==> config.mk <==
export PLATFORM = sky130hd
export DESIGN_NAME = clock_set_ctrl
export DESIGN_NICKNAME = d
export VERILOG_FILES = /design/src/rtl/clock_pkg.sv /design/src/rtl/button_debounce.sv /design/src/rtl/clock_set_ctrl.sv
export SDC_FILE = /design/constraint.sdc
export NUM_CORES = 1
export LEC_CHECK = 0
export CORE_ASPECT_RATIO = 0.8
export CORE_MARGIN = 10
export CORE_UTILIZATION = 69
export DETAILED_ROUTE_END_ITERATION = 8
export DONT_BUFFER_PORTS = 1
export GPL_TIMING_DRIVEN = 0
export PLACE_DENSITY = 0.87
export SYNTH_ARGS = -nofsm -noshare
export SYNTH_HDL_FRONTEND = slang
export SYNTH_SLANG_ARGS = --single-unit
==> constraint.sdc <==
create_clock -name clk -period 6.6 [get_ports clk]
set_input_delay 0.66 -clock clk [delete_from_list [all_inputs] [get_ports clk]]
set_output_delay 0.66 -clock clk [all_outputs]
set_load 0.05 [all_outputs]
==> src/rtl/clock_pkg.sv <==
// Shared types, calendar constants and field widths for the HH:MM:SS time-set path.
package clock_pkg;

   localparam int HOURS_PER_DAY = 24;
   localparam int MIN_PER_HOUR  = 60;
   localparam int SEC_PER_MIN   = 60;
   localparam int SEC_PER_DAY   = 86_400;
   localparam int SEC_PER_HOUR  = MIN_PER_HOUR * SEC_PER_MIN;

   localparam int HOUR_W    = 5;
   localparam int MIN_W     = 6;
   localparam int SEC_W     = 6;
   localparam int DAYSEC_W  = 17;

   // Set-mode states; COMMIT is internal and shows as RUN on set_state
   typedef enum logic [2:0] {
      RUN    = 3'd0,
      HOUR   = 3'd1,
      MIN    = 3'd2,
      SEC    = 3'd3,
      COMMIT = 3'd4
   } set_state_t;

   // Elapsed seconds since midnight, evaluated at full 17-bit width (max 86_399)
   function automatic logic [DAYSEC_W-1:0] hms_to_sec(input logic [HOUR_W-1:0] h,
                                                      input logic [MIN_W-1:0]  m,
                                                      input logic [SEC_W-1:0]  s);
      return DAYSEC_W'(h) * DAYSEC_W'(SEC_PER_HOUR)
           + DAYSEC_W'(m) * DAYSEC_W'(SEC_PER_MIN)
           + DAYSEC_W'(s);
   endfunction

endpackage

==> src/rtl/button_debounce.sv <==
// Raw active-low push-button -> 2-flop synchronizer -> debounced level -> one-cycle press pulse.
module button_debounce #(
   parameter int unsigned DEBOUNCE_CYCLES = 1_000_000
) (
   input  logic clk,
   input  logic reset,
   input  logic btn_n,
   output logic press
);

   localparam int DB_W = $clog2(DEBOUNCE_CYCLES + 1);

   logic            sync_p0;
   logic            sync_p1;
   logic            level_q;
   logic            level_d1;
   logic [DB_W-1:0] db_cnt;
   logic            pressed_sync;

   assign pressed_sync = ~sync_p1;

   // Two-flop synchronizer; idles at the released (high) level
   always_ff @(posedge clk or negedge reset) begin
      if (!reset) begin
         sync_p0 <= 1'b1;
         sync_p1 <= 1'b1;
      end else begin
         sync_p0 <= btn_n;
         sync_p1 <= sync_p0;
      end
   end

   // Accept a new level only after it has differed for DEBOUNCE_CYCLES straight cycles
   always_ff @(posedge clk or negedge reset) begin
      if (!reset) begin
         level_q <= 1'b0;
         db_cnt  <= '0;
      end else if (pressed_sync == level_q) begin
         db_cnt <= '0;
      end else if (db_cnt == DB_W'(DEBOUNCE_CYCLES - 1)) begin
         level_q <= pressed_sync;
         db_cnt  <= '0;
      end else begin
         db_cnt <= db_cnt + DB_W'(1);
      end
   end

   // Registered pulse on the released->pressed edge of the accepted level only
   always_ff @(posedge clk or negedge reset) begin
      if (!reset) begin
         level_d1 <= 1'b0;
         press    <= 1'b0;
      end else begin
         level_d1 <= level_q;
         press    <= level_q & ~level_d1;
      end
   end

endmodule

==> src/rtl/clock_set_ctrl.sv <==
// Time-set controller: MODE walks hour -> minute -> second -> commit, INC bumps the edited field.
module clock_set_ctrl
   import clock_pkg::*;
#(
   parameter int unsigned DEBOUNCE_CYCLES   = 1_000_000,
   parameter int unsigned BLINK_HALF_CYCLES = 12_500_000,
   parameter int unsigned TIMEOUT_CYCLES    = 500_000_000
) (
   input  logic                clk,
   input  logic                reset,
   input  logic                btn_mode_n,
   input  logic                btn_inc_n,
   input  logic [HOUR_W-1:0]   cur_hour,
   input  logic [MIN_W-1:0]    cur_min,
   input  logic [SEC_W-1:0]    cur_sec,
   output logic                hold,
   output logic                load,
   output logic [DAYSEC_W-1:0] load_seconds,
   output logic [5:0]          blank_mask,
   output logic [1:0]          set_state
);

   localparam int BLINK_W = $clog2(2 * BLINK_HALF_CYCLES);
   localparam int TMO_W   = $clog2(TIMEOUT_CYCLES);

   set_state_t          state_q, state_d;
   logic [HOUR_W-1:0]   sh_h_q, sh_h_d;
   logic [MIN_W-1:0]    sh_m_q, sh_m_d;
   logic [SEC_W-1:0]    sh_s_q, sh_s_d;
   logic [BLINK_W-1:0]  blink_cnt;
   logic [TMO_W-1:0]    tmo_cnt;
   logic [DAYSEC_W-1:0] load_sec_q;
   logic                mode_p;
   logic                inc_p;
   logic                in_set;
   logic                timed_out;
   logic                restart;
   logic                blanked;

   // Increment with wrap to zero at the field modulus; fields never carry into each other
   function automatic logic [5:0] wrap_inc(input logic [5:0] v, input logic [5:0] modulus);
      return (v == modulus - 6'd1) ? 6'd0 : v + 6'd1;
   endfunction

   button_debounce #(.DEBOUNCE_CYCLES(DEBOUNCE_CYCLES)) u_db_mode (
      .clk   (clk),
      .reset (reset),
      .btn_n (btn_mode_n),
      .press (mode_p)
   );

   button_debounce #(.DEBOUNCE_CYCLES(DEBOUNCE_CYCLES)) u_db_inc (
      .clk   (clk),
      .reset (reset),
      .btn_n (btn_inc_n),
      .press (inc_p)
   );

   assign in_set    = (state_q == HOUR) || (state_q == MIN) || (state_q == SEC);
   assign timed_out = in_set && (tmo_cnt == TMO_W'(TIMEOUT_CYCLES - 1));
   assign restart   = (state_d != state_q) || mode_p || inc_p;

   // Next-state and shadow update; MODE outranks INC, and any press outranks the timeout
   always_comb begin
      state_d = state_q;
      sh_h_d  = sh_h_q;
      sh_m_d  = sh_m_q;
      sh_s_d  = sh_s_q;
      case (state_q)
         RUN: begin
            if (mode_p) begin
               state_d = HOUR;
               sh_h_d  = cur_hour;
               sh_m_d  = cur_min;
               sh_s_d  = cur_sec;
            end
         end
         HOUR: begin
            if (mode_p)         state_d = MIN;
            else if (inc_p)     sh_h_d  = HOUR_W'(wrap_inc(6'(sh_h_q), 6'(HOURS_PER_DAY)));
            else if (timed_out) state_d = RUN;
         end
         MIN: begin
            if (mode_p)         state_d = SEC;
            else if (inc_p)     sh_m_d  = wrap_inc(sh_m_q, 6'(MIN_PER_HOUR));
            else if (timed_out) state_d = RUN;
         end
         SEC: begin
            if (mode_p)         state_d = COMMIT;
            else if (inc_p)     sh_s_d  = wrap_inc(sh_s_q, 6'(SEC_PER_MIN));
            else if (timed_out) state_d = RUN;
         end
         COMMIT:  state_d = RUN;
         default: state_d = RUN;
      endcase
   end

   // State and shadow registers
   always_ff @(posedge clk or negedge reset) begin
      if (!reset) begin
         state_q <= RUN;
         sh_h_q  <= '0;
         sh_m_q  <= '0;
         sh_s_q  <= '0;
      end else begin
         state_q <= state_d;
         sh_h_q  <= sh_h_d;
         sh_m_q  <= sh_m_d;
         sh_s_q  <= sh_s_d;
      end
   end

   // Blink and idle-timeout counters; both restart on state entry and on any accepted press
   always_ff @(posedge clk or negedge reset) begin
      if (!reset) begin
         blink_cnt <= '0;
         tmo_cnt   <= '0;
      end else if (restart || !in_set) begin
         blink_cnt <= '0;
         tmo_cnt   <= '0;
      end else begin
         blink_cnt <= (blink_cnt == BLINK_W'(2 * BLINK_HALF_CYCLES - 1)) ? '0 : blink_cnt + BLINK_W'(1);
         tmo_cnt   <= tmo_cnt + TMO_W'(1);
      end
   end

   // Load value is latched on the way into COMMIT and held until the next commit
   always_ff @(posedge clk or negedge reset) begin
      if (!reset) begin
         load_sec_q <= '0;
      end else if (state_q == SEC && state_d == COMMIT) begin
         load_sec_q <= hms_to_sec(sh_h_q, sh_m_q, sh_s_q);
      end
   end

   assign blanked = in_set && (blink_cnt >= BLINK_W'(BLINK_HALF_CYCLES));

   // Output decode from registered state so reset clears everything immediately
   always_comb begin
      hold         = (state_q != RUN);
      load         = (state_q == COMMIT);
      load_seconds = load_sec_q;
      set_state    = (state_q == COMMIT) ? 2'd0 : state_q[1:0];
      blank_mask   = 6'b000000;
      if (blanked) begin
         case (state_q)
            HOUR:    blank_mask = 6'b110000;
            MIN:     blank_mask = 6'b001100;
            SEC:     blank_mask = 6'b000011;
            default: blank_mask = 6'b000000;
         endcase
      end
   end

endmodule

==> impl_metrics.tcl <==
set metrics [dict create \
    die-height_microns 118 \
    hpwl_mm 13.0 \
    cts.sinks 141 \
    path_class "register to register" \
    startpoint "sh_m_q[3]" \
    detail-route-antenna-nets 0 \
    total_power_mw 1.82 \
    ys.flop_type "dfrtp_1" \
    setup_viol 0 \
    tightest_slew_ns 1.05 \
    synthesis.nets 983 \
    hold_viol 0 \
    synth_seq_area_share 0.425 \
    fin_crit_ns 4.94 \
    synth.distinct_cells 62 \
    start_util 0.714 \
    drive_gt1_frac 0.0577 \
    grt_first_pass_wirelength_mm 32.2 \
    run_status "finished clean" \
    route.vias.total 6497 \
    ff2ff_path_depth 17 \
    coreArea_sq_mm 0.0116 \
    worstSetupEndpointType "register" \
    hold_buffers 1 \
    r2r_end "load_seconds[14]" \
    cp.arrival_ns 5.23 \
    gr-total-overflow 0 \
    post_cts_resized 0 \
    synth_area_leaders "dfrtp_1, ha_1, xor2_1" \
    grt_use_total 0.230 \
    synth-seq-cells 141 \
    grt_max_degree 138 \
    r2r_setup_slack_ns 1.66 \
    hold_slack_ns 0.0817 \
    rsz0062_at_grt "false" \
    finalMaxSlewViolations 0 \
    synth_edf_count 0 \
    drt_iter0_drc 627 \
    cts_buffers 17 \
    powerDensity_mw_per_mm2 200 \
    synthCells 887 \
    routedWlPerCell_microns 17.6 \
    worstSkewPairLatency_ns 0.42 \
    cts_tree "done" \
    cp.required_ns 6.89 \
    final_cell_mix "dfrtp_1, nor2_1, nand2_1, ha_1, inv_1" \
    antenna_found_initial 1 \
    final_cell_area_sq_mm 0.00910 \
    die_x_microns 143 \
    timing.fmax_mhz 202 \
    n_fill_cell 772 \
    drt_drc_violations_left 0 \
    worstSetupStartpointType "register" \
    min_path_type "input port to asynchronous set/reset pin" \
    netlist_area_sq_mm 0.00832 \
    syn_avg_cell_area_sq_um 9.38 \
    fin_tns_setup_ns 0 \
    grt_pass1_vias 6501 \
    layout_commonest_cell "dfrtp_1" \
    dieArea_sq_mm 0.0169 \
    gp_congestion 0.908 \
    yosysTopAreaCell "dfrtp_1" \
    r2r-start "sh_m_q[3]" \
    clock_path_buffers 2 \
    slew_headroom 0.295 \
    htreeDepth 4 \
    clkTransAtPathRegs_ns 0.06 \
    post_cts_buffers 0 \
    leakagePower_nw 4.07 \
    drt-total-wl_mm 18.8 \
    cp_max_fo 7 \
    yosys_warnings 0 \
    firstDrtPassIters 5 \
    avgViaCountPerCell 6.08 \
    place.port_buffers 0 \
    clk_root_buffer_cell "clkbuf_16" \
    drv_cap 0 \
    dpl_cell_area_sq_mm 0.00850 \
    cp-endpoint "load_seconds[14]" \
    final.setup_skew_ns 0.00786 \
    final_nets 1003 \
    area_growth_syn_to_layout_pct 9.34 \
    io-pin-count 48 \
    async_reset_ff_frac 1.00 \
    synth_top_area_frac 0.412 \
    vdd_drop_max_uv 229 \
    rows 35 \
    fin_crit_sh 0.749 \
]
[worst max-delay path: stages (launching register included)]
cell	delay, ns
dfrtp_1	0.48
inv_1	0.25
fa_1	0.48
fa_1	0.53
inv_1	0.05
ha_1	0.32
a21oi_1	0.11
nand2b_1	0.16
a21oi_1	0.25
nor2_1	0.11
xnor2_1	0.28
ha_1	0.30
ha_1	0.37
a2111o_1	0.45
o2111ai_1	0.23
a21oi_1	0.12
xnor2_1	0.24
o21ai_0	0.11
[state kept, by name (all words and copies together) (netlist names)]
register / cells
blink_cnt: 25
load_seconds: 17
sh_h_q: 5
sh_m_q: 6
sh_s_q: 6
state_q: 3
tmo_cnt: 29
u_db_inc.db_cnt: 20
u_db_inc.level_d1: 1
u_db_inc.level_q: 1
u_db_inc.press: 1
u_db_inc.sync_p0: 1
u_db_inc.sync_p1: 1
u_db_mode.db_cnt: 20
u_db_mode.level_d1: 1
u_db_mode.level_q: 1
u_db_mode.press: 1
u_db_mode.sync_p0: 1
u_db_mode.sync_p1: 1
[metal layers]
layer	global-route usage	vias to the layer above	part of all wire
li1	-	3049	-
met2	0.375	223	0.48
met3	0.0592	37	0.078
met1	0.296	3188	0.42
met4	0.0682	0	0.022
met5	0	-	0
[logic make-up (layout without fill, tap and decap cells)]
logic type / after synthesis / count (layout) / share of synthesized area
AOI/OAI and AO/OA: 118 / 118 / 0.0835
and+or+nand+nor: 359 / 359 / 0.207
buffers and inverters: 84 / 116 / 0.0415
muxes: 7 / 7 / 0.00887
adders and majority gates: 75 / 75 / 0.126
other: 0 / 1 / 0
xor gates and xnor gates: 103 / 103 / 0.108
DFF: 141 / 141 / 0.425
[synth_stat cells, drive strengths merged, types with 5 or more instances]
cell,count
nor2b,8
nand4,13
fa,15
o21ai,46
nor2,125
inv,59
buf,8
nor3,20
dfrtp,137
clkbuf,16
nor4,9
nand2,80
xor2,58
nand3,46
nor4b,5
ha,60
a21oi,40
and3,12
and4,5
xnor2,45
or3,7
nand3b,5
[where the power goes]
group / switching (mW) / total [mW] / internal [mW]
Sequential: 0.00337 / 0.873 / 0.870
Combinational: 0.0236 / 0.0309 / 0.00728
Clock: 0.368 / 0.915 / 0.547
Total: 0.395 / 1.82 / 1.42
[final cells by class]
type | instances | area (sq um) | share of cell area
Buffer | 24 | 120 | 0.0132
Clock buffer | 22 | 474 | 0.0521
Sequential cell | 141 | 3530 | 0.388
Timing Repair Buffer | 1 | 27.5 | 0.00303
Antenna cell | 1 | 2.50 | 0.000275
Multi-Input combinational cell | 662 | 4440 | 0.488
Inverter | 60 | 225 | 0.0248
Clock inverter | 9 | 87.6 | 0.00963
Tap cell | 148 | 185 | 0.0204
[per-stage QoR]
| stage | setup WS, ns | utilization | instances |
|---|---|---|---|
| after global routing | 1.39 | 0.781 | 1068 |
| after CTS | 1.68 | 0.781 | 1067 |
| after global placement | 1.92 | 0.730 | 1035 |
| final | 1.66 | 0.781 | 1068 |
| after detailed placement | 1.72 | 0.730 | 1035 |
| after floorplan | 2.32 | - | 887 |
[worst min path at each step]
stage                                 start           endpoint  slack (ns)  cells after the start
final                                 reset  u_db_mode.sync_p0        0.08                      0
after global routing                  reset  u_db_mode.sync_p0        0.07                      0
after CTS                             reset  u_db_mode.sync_p0        0.07                      0
after detailed placement  u_db_mode.sync_p0  u_db_mode.sync_p1        0.35                      0
after global placement    u_db_mode.sync_p0  u_db_mode.sync_p1        0.35                      0
after floorplan            u_db_inc.sync_p0   u_db_inc.sync_p1        0.35                      0
Note: power is estimated with default switching activity, not from simulation.
